### src/rtl/ledseq_pkg.sv
// Shared definitions for the LED pattern sequencer: state encoding and default widths.
// Memory word layout: pattern in bits [LED_W-1:0], hold value in bits [LED_W+HOLD_W-1:LED_W].
package ledseq_pkg;

  localparam int unsigned DEF_LED_W  = 5;
  localparam int unsigned DEF_DEPTH  = 8;
  localparam int unsigned DEF_ADDR_W = 3;
  localparam int unsigned DEF_HOLD_W = 8;

  typedef enum logic [1:0] {
    IDLE  = 2'd0,
    FETCH = 2'd1,
    HOLD  = 2'd2,
    DONE  = 2'd3
  } state_t;

endpackage

### src/rtl/ledseq_mem.sv
// Pattern memory: register array with a synchronous write port and a combinational read port.
module ledseq_mem #(
  parameter int unsigned WORD_W = 13,
  parameter int unsigned DEPTH  = 8,
  parameter int unsigned ADDR_W = 3
) (
  input  logic              clk,
  input  logic              we,
  input  logic [ADDR_W-1:0] waddr,
  input  logic [WORD_W-1:0] wdata,
  input  logic [ADDR_W-1:0] raddr,
  output logic [WORD_W-1:0] rdata_c
);

  logic [WORD_W-1:0] mem [DEPTH];

  // No reset: contents are defined only by host writes.
  always_ff @(posedge clk) begin
    if (we) mem[waddr] <= wdata;
  end

  // A read in the same cycle as a write to that address returns the old word.
  assign rdata_c = mem[raddr];

endmodule

### src/rtl/led_pattern_sequencer.sv
// Programmable LED pattern player with per-step hold, one-shot/loop modes and a host write port.
// Optional build macro LEDSEQ_BOUNCE_EN adds the bounce_en input for ping-pong playback.
module led_pattern_sequencer
  import ledseq_pkg::*;
#(
  parameter int unsigned LED_W  = DEF_LED_W,
  parameter int unsigned DEPTH  = DEF_DEPTH,
  parameter int unsigned ADDR_W = DEF_ADDR_W,
  parameter int unsigned HOLD_W = DEF_HOLD_W
) (
  input  logic              clk,
  input  logic              resetn,
  input  logic              start,
  input  logic              stop,
  input  logic              loop_en,
  input  logic [ADDR_W-1:0] last_addr,
  input  logic              cfg_we,
  input  logic [ADDR_W-1:0] cfg_addr,
  input  logic [LED_W-1:0]  cfg_pattern,
  input  logic [HOLD_W-1:0] cfg_hold,
`ifdef LEDSEQ_BOUNCE_EN
  input  logic              bounce_en,
`endif
  output logic [LED_W-1:0]  leds,
  output logic [ADDR_W-1:0] step_addr,
  output logic              busy,
  output logic              done
);

  localparam int unsigned WORD_W = LED_W + HOLD_W;

  state_t            state;
  logic [HOLD_W-1:0] cnt;
  logic [ADDR_W-1:0] last;
  logic [WORD_W-1:0] rd_word;
  logic [ADDR_W-1:0] nxt_addr;
  logic              fin;
`ifdef LEDSEQ_BOUNCE_EN
  logic              bounce_q;
  logic              dir;
  logic              nxt_dir;
`endif

  ledseq_mem #(
    .WORD_W (WORD_W),
    .DEPTH  (DEPTH),
    .ADDR_W (ADDR_W)
  ) u_mem (
    .clk     (clk),
    .we      (cfg_we),
    .waddr   (cfg_addr),
    .wdata   ({cfg_hold, cfg_pattern}),
    .raddr   (step_addr),
    .rdata_c (rd_word)
  );

  // Next step address at the end of a hold; fin means playback is complete.
  always_comb begin
    nxt_addr = step_addr + ADDR_W'(1);
    fin      = 1'b0;
`ifdef LEDSEQ_BOUNCE_EN
    nxt_dir  = dir;
    if (dir) begin
      if (step_addr != '0) begin
        nxt_addr = step_addr - ADDR_W'(1);
      end else if (loop_en) begin
        nxt_addr = ADDR_W'(1);
        nxt_dir  = 1'b0;
      end else begin
        fin = 1'b1;
      end
    end else if (step_addr == last) begin
      if (bounce_q && (last != '0)) begin
        nxt_addr = last - ADDR_W'(1);
        nxt_dir  = 1'b1;
      end else if (loop_en) begin
        nxt_addr = '0;
      end else begin
        fin = 1'b1;
      end
    end
`else
    if (step_addr == last) begin
      if (loop_en) nxt_addr = '0;
      else         fin      = 1'b1;
    end
`endif
  end

  // Controller FSM; stop overrides every other action.
  always_ff @(posedge clk or negedge resetn) begin
    if (!resetn) begin
      state     <= IDLE;
      leds      <= '0;
      step_addr <= '0;
      busy      <= 1'b0;
      done      <= 1'b0;
      cnt       <= '0;
      last      <= '0;
`ifdef LEDSEQ_BOUNCE_EN
      bounce_q  <= 1'b0;
      dir       <= 1'b0;
`endif
    end else begin
      done <= 1'b0;
      if (stop) begin
        state <= IDLE;
        leds  <= '0;
        busy  <= 1'b0;
      end else begin
        case (state)
          IDLE: begin
            if (start) begin
              last      <= last_addr;
              step_addr <= '0;
              busy      <= 1'b1;
              state     <= FETCH;
`ifdef LEDSEQ_BOUNCE_EN
              bounce_q  <= bounce_en;
              dir       <= 1'b0;
`endif
            end
          end
          FETCH: begin
            leds  <= rd_word[LED_W-1:0];
            cnt   <= rd_word[WORD_W-1:LED_W];
            state <= HOLD;
          end
          HOLD: begin
            if (cnt != '0) begin
              cnt <= cnt - HOLD_W'(1);
            end else if (fin) begin
              busy  <= 1'b0;
              done  <= 1'b1;
              state <= DONE;
            end else begin
              step_addr <= nxt_addr;
              state     <= FETCH;
`ifdef LEDSEQ_BOUNCE_EN
              dir       <= nxt_dir;
`endif
            end
          end
          DONE:    state <= IDLE;
          default: state <= IDLE;
        endcase
      end
    end
  end

endmodule

### config.mk
export PLATFORM = sky130hd
export DESIGN_NAME = led_pattern_sequencer
export DESIGN_NICKNAME = d
export VERILOG_FILES = /design/src/rtl/ledseq_pkg.sv /design/src/rtl/ledseq_mem.sv /design/src/rtl/led_pattern_sequencer.sv
export SDC_FILE = /design/constraint.sdc
export NUM_CORES = 1
export LEC_CHECK = 0
export ABC_AREA = 1
export BUFFER_PORTS_ARGS = -buffer_cell sky130_fd_sc_hd__buf_2
export CORE_ASPECT_RATIO = 0.5
export CORE_MARGIN = 10
export CORE_UTILIZATION = 55
export CTS_CLUSTER_DIAMETER = 50
export DETAILED_ROUTE_END_ITERATION = 12
export MAX_ROUTING_LAYER = met4
export PLACE_DENSITY = 0.77
export SLEW_MARGIN = 40
export SYNTH_ARGS = -nofsm -noshare
export SYNTH_HDL_FRONTEND = slang
export SYNTH_SLANG_ARGS = --single-unit
### constraint.sdc
create_clock -name clk -period 2.6 [get_ports clk]
set_input_delay 0.52 -clock clk [delete_from_list [all_inputs] [get_ports clk]]
set_output_delay 0.52 -clock clk [all_outputs]
set_load 0.005 [all_outputs]
==> run_results.csv <==
group,metric,value,unit
run_status,status,"complete, no violations",
grt,grt_pass1_wl,20500,µm
place,pre_cts_ws,0.783,ns
logic_synthesis,yosysSeqAreaShare,66.1,%
critical_path,crit_path_max_fanout,30,
sta,final-setup-viol-count,0,
sta,fin_crit,1.92,ns
drt,vias,3934,
cts,numCtsBuffers,17,
power,p_seq_share,42.9,%
grt,overflow,0,
cts,cts-root-buf,"clkbuf_16",
floorplan,rows,25,
sta,tightest_slew,0.588,ns
logic_synthesis,synth_seq_cells,127,
cells_and_area,nFillCells,683,
logic_synthesis,yosysUniqueCellTypes,32,
critical_path,critPathKind,"reg -> reg",
grt,grtUsageTotal,18.2,%
flow_run,maxCapViolCount,0,
critical_path,worstSetupStartpointType,"flop",
cts,cts-htree-levels,4,
drt,drc_errors,0,
cts,cts_buffer_depth,2,
sta,fmax,0.522,GHz
cells_and_area,antennaDiodeCount,0,
logic_synthesis,synth-edff-count,104,
cts,clock_latency,0.42,ns
drt,postRouteAntennaNets,0,
drt,vias_per_cell,5.40,
place,gp_congestion,0.863,
cells_and_area,final_cell_mix,"nand2_1 (149), edfxtp_1 (104), nand3_1 (66)",
logic_synthesis,synth_flop_cell,"edfxtp_1",
floorplan,die_y,91.3,µm
place,dp_cells,696,
sta,slew_viol_final,0,
grt,grt_pass1_vias,3947,
cells_and_area,multi_input_area,1550,µm²
logic_synthesis,synthTopCellsByArea,"edfxtp_1 (56%), dfrtp_1 (10%), nand2_1 (10%)",
grt,antenna_found_initial,0,
cts,hold_buffers,0,
logic_synthesis,synth_nets,564,
power,p_clk_share,44.0,%
sta,fin_crit_sh,73.7,%
place,post_dp_cell_area,5890,µm²
power,vdd_ir_drop_max,0.512,mV
logic_synthesis,postSynthCellCount,536,
floorplan,die_width,163,µm
sta,skew,0.00671,ns
logic_synthesis,synth_top_area_cell,"edfxtp_1",
cells_and_area,layout.cells.most_common,"nand2_1",
hold_path,hold_class,"in -> async",
cells_and_area,fin_area,6520,µm²
critical_path,regToRegSetupSlack,0.68,ns
place,io_buffers,34,
cts,clkSlewWorstSetupHoldPaths,0.06,ns
sta,holdWs,0.100,ns
power,p_leak,2.79,nW
cells_and_area,finalNonFillerCells,728,
logic_synthesis,avgSynthCellArea,10.4,µm²
drt,wl_per_cell,17.1,µm
critical_path,cp.arrival,2.22,ns
sta,grt_setup_unrepaired,"false",
place,hpwl,7500,µm
grt,grt_max_degree,54,
power,switchingPower,1.53,mW
sta,tns,0,ns
critical_path,cp.required,2.90,ns
sta,layout_setup_ws,0.683,ns
cts,post_cts_resized,0,
cells_and_area,fin_nets,608,
power,comb_power_share,13.0,%
cts,tritoncts,"yes",
drt,routed_wl,12500,µm
logic_synthesis,syn_area,5590,µm²
logic_synthesis,yosysTopAreaCellShare,55.8,%
floorplan,initial_utilization,57.9,%
sta,relSlewSlack,60.8,%
power,power_per_cell_area,881,nW/µm²
cells_and_area,regArea,3700,µm²
sta,final_hold_viol_count,0,
drt,drtPass1Iterations,5,
cts,cts.sink_count,127,
cells_and_area,layout-drive-gt1-share,17.2,%
drt,drt_iter0_drc,363,
logic_synthesis,synthArstFlopShare,18.1,%
floorplan,dieArea,14800,µm²
power,switching_share,26.7,%
cells_and_area,syn_to_final_growth,16.6,%
logic_synthesis,ys_warn_count,0,
floorplan,num_io_pins,35,
critical_path,end_kind,"flop",
power,intPower,4.21,mW
cts,post-cts-setup-buffers,0,
floorplan,core_area,9670,µm²
[critical path, cell delays in order (launching register included)]
cell,delay (ns)
dfrtp_2,0.71
buf_4,0.41
nand2_1,0.12
nand3_1,0.12
nand3_1,0.09
nand3_1,0.14
nand2_1,0.07
nand2_1,0.07
nand2_1,0.05
[Yosys cell counts (4+ instances only)]
library cell / n
nand2_1: 149
edfxtp_1: 104
nand3_1: 66
nor2_1: 51
inv_1: 49
dfrtp_1: 23
o21ai_0: 22
buf_2: 10
o211ai_1: 10
buf_4: 8
inv_2: 8
o21ai_1: 4
[kinds of logic (layout without fill, tap and decap cells)]
group,count (synthesis),count (layout),share of synthesized area [%]
muxes,1,1,0.201
AOI/OAI and AO/OA,42,42,4.52
DFF,127,127,66.1
adders and majority gates,3,3,0.671
buffers and inverters,78,135,6.17
xor gates and xnor gates,3,3,0.604
and+or+nand+nor,282,282,21.7
[registers in the layout, indices dropped and copies added (netlist names)]
name and flops:
leds 5, last 3, u_mem.mem 104, cnt 8, busy 1, step_addr 3, done 1, state 2
[power groups by stage]
stage | clock (mW) | combinational (mW) | sequential, mW
3_3_place_gp | 0 | 0.715 | 2.50
3_5_place_dp | 0 | 0.740 | 2.50
6_report | 2.53 | 0.750 | 2.47
2_1_floorplan | 0 | 0.579 | 2.46
4_1_cts | 2.54 | 0.751 | 2.47
5_1_grt | 2.65 | 0.868 | 2.49
[final timing paths]
check	endpoint	start	depth (start not counted)
max	cnt[4]$_DFFE_PN0P_	step_addr[0]$_DFFE_PN0P_	8
min	state[1]$_DFFE_PN0P_	resetn	1
max reg2reg	cnt[4]$_DFFE_PN0P_	step_addr[0]$_DFFE_PN0P_	8
min reg2reg	cnt[1]$_DFFE_PN0P_	cnt[1]$_DFFE_PN0P_	2
max in group asynchronous	step_addr[0]$_DFFE_PN0P_	resetn	1
min in group clk	last[1]$_DFFE_PN0P_	last_addr[1]	3
[final cells by class]
type,count,share of cell area [%]
clock buffer,17,6.52
clock inverter,15,3.17
inverter,58,3.38
multi-input combinational,331,23.7
sequential,127,56.7
tap,135,2.59
timing repair buffer,45,3.87
[metal layers]
layer | vias up | track usage [%] | wire length [µm] | share of wire [%]
li1 | 1878 | - | - | -
met1 | 1882 | 22.3 | 5440 | 44
met2 | 155 | 27.5 | 5720 | 46
met3 | 19 | 7.34 | 1100 | 8.8
met4 | 0 | 5.00 | 209 | 1.7
met5 | - | - | 0 | 0
[metrics by stage]
stage / util [%] / total power, mW
after floorplan: - / 3.04
after detailed placement: 60.9 / 3.24
after CTS: 67.5 / 5.76
final: 67.5 / 5.75
after global placement: 60.9 / 3.21
after global routing: 67.5 / 6.00
Note: power is estimated with default switching activity, not from simulation.
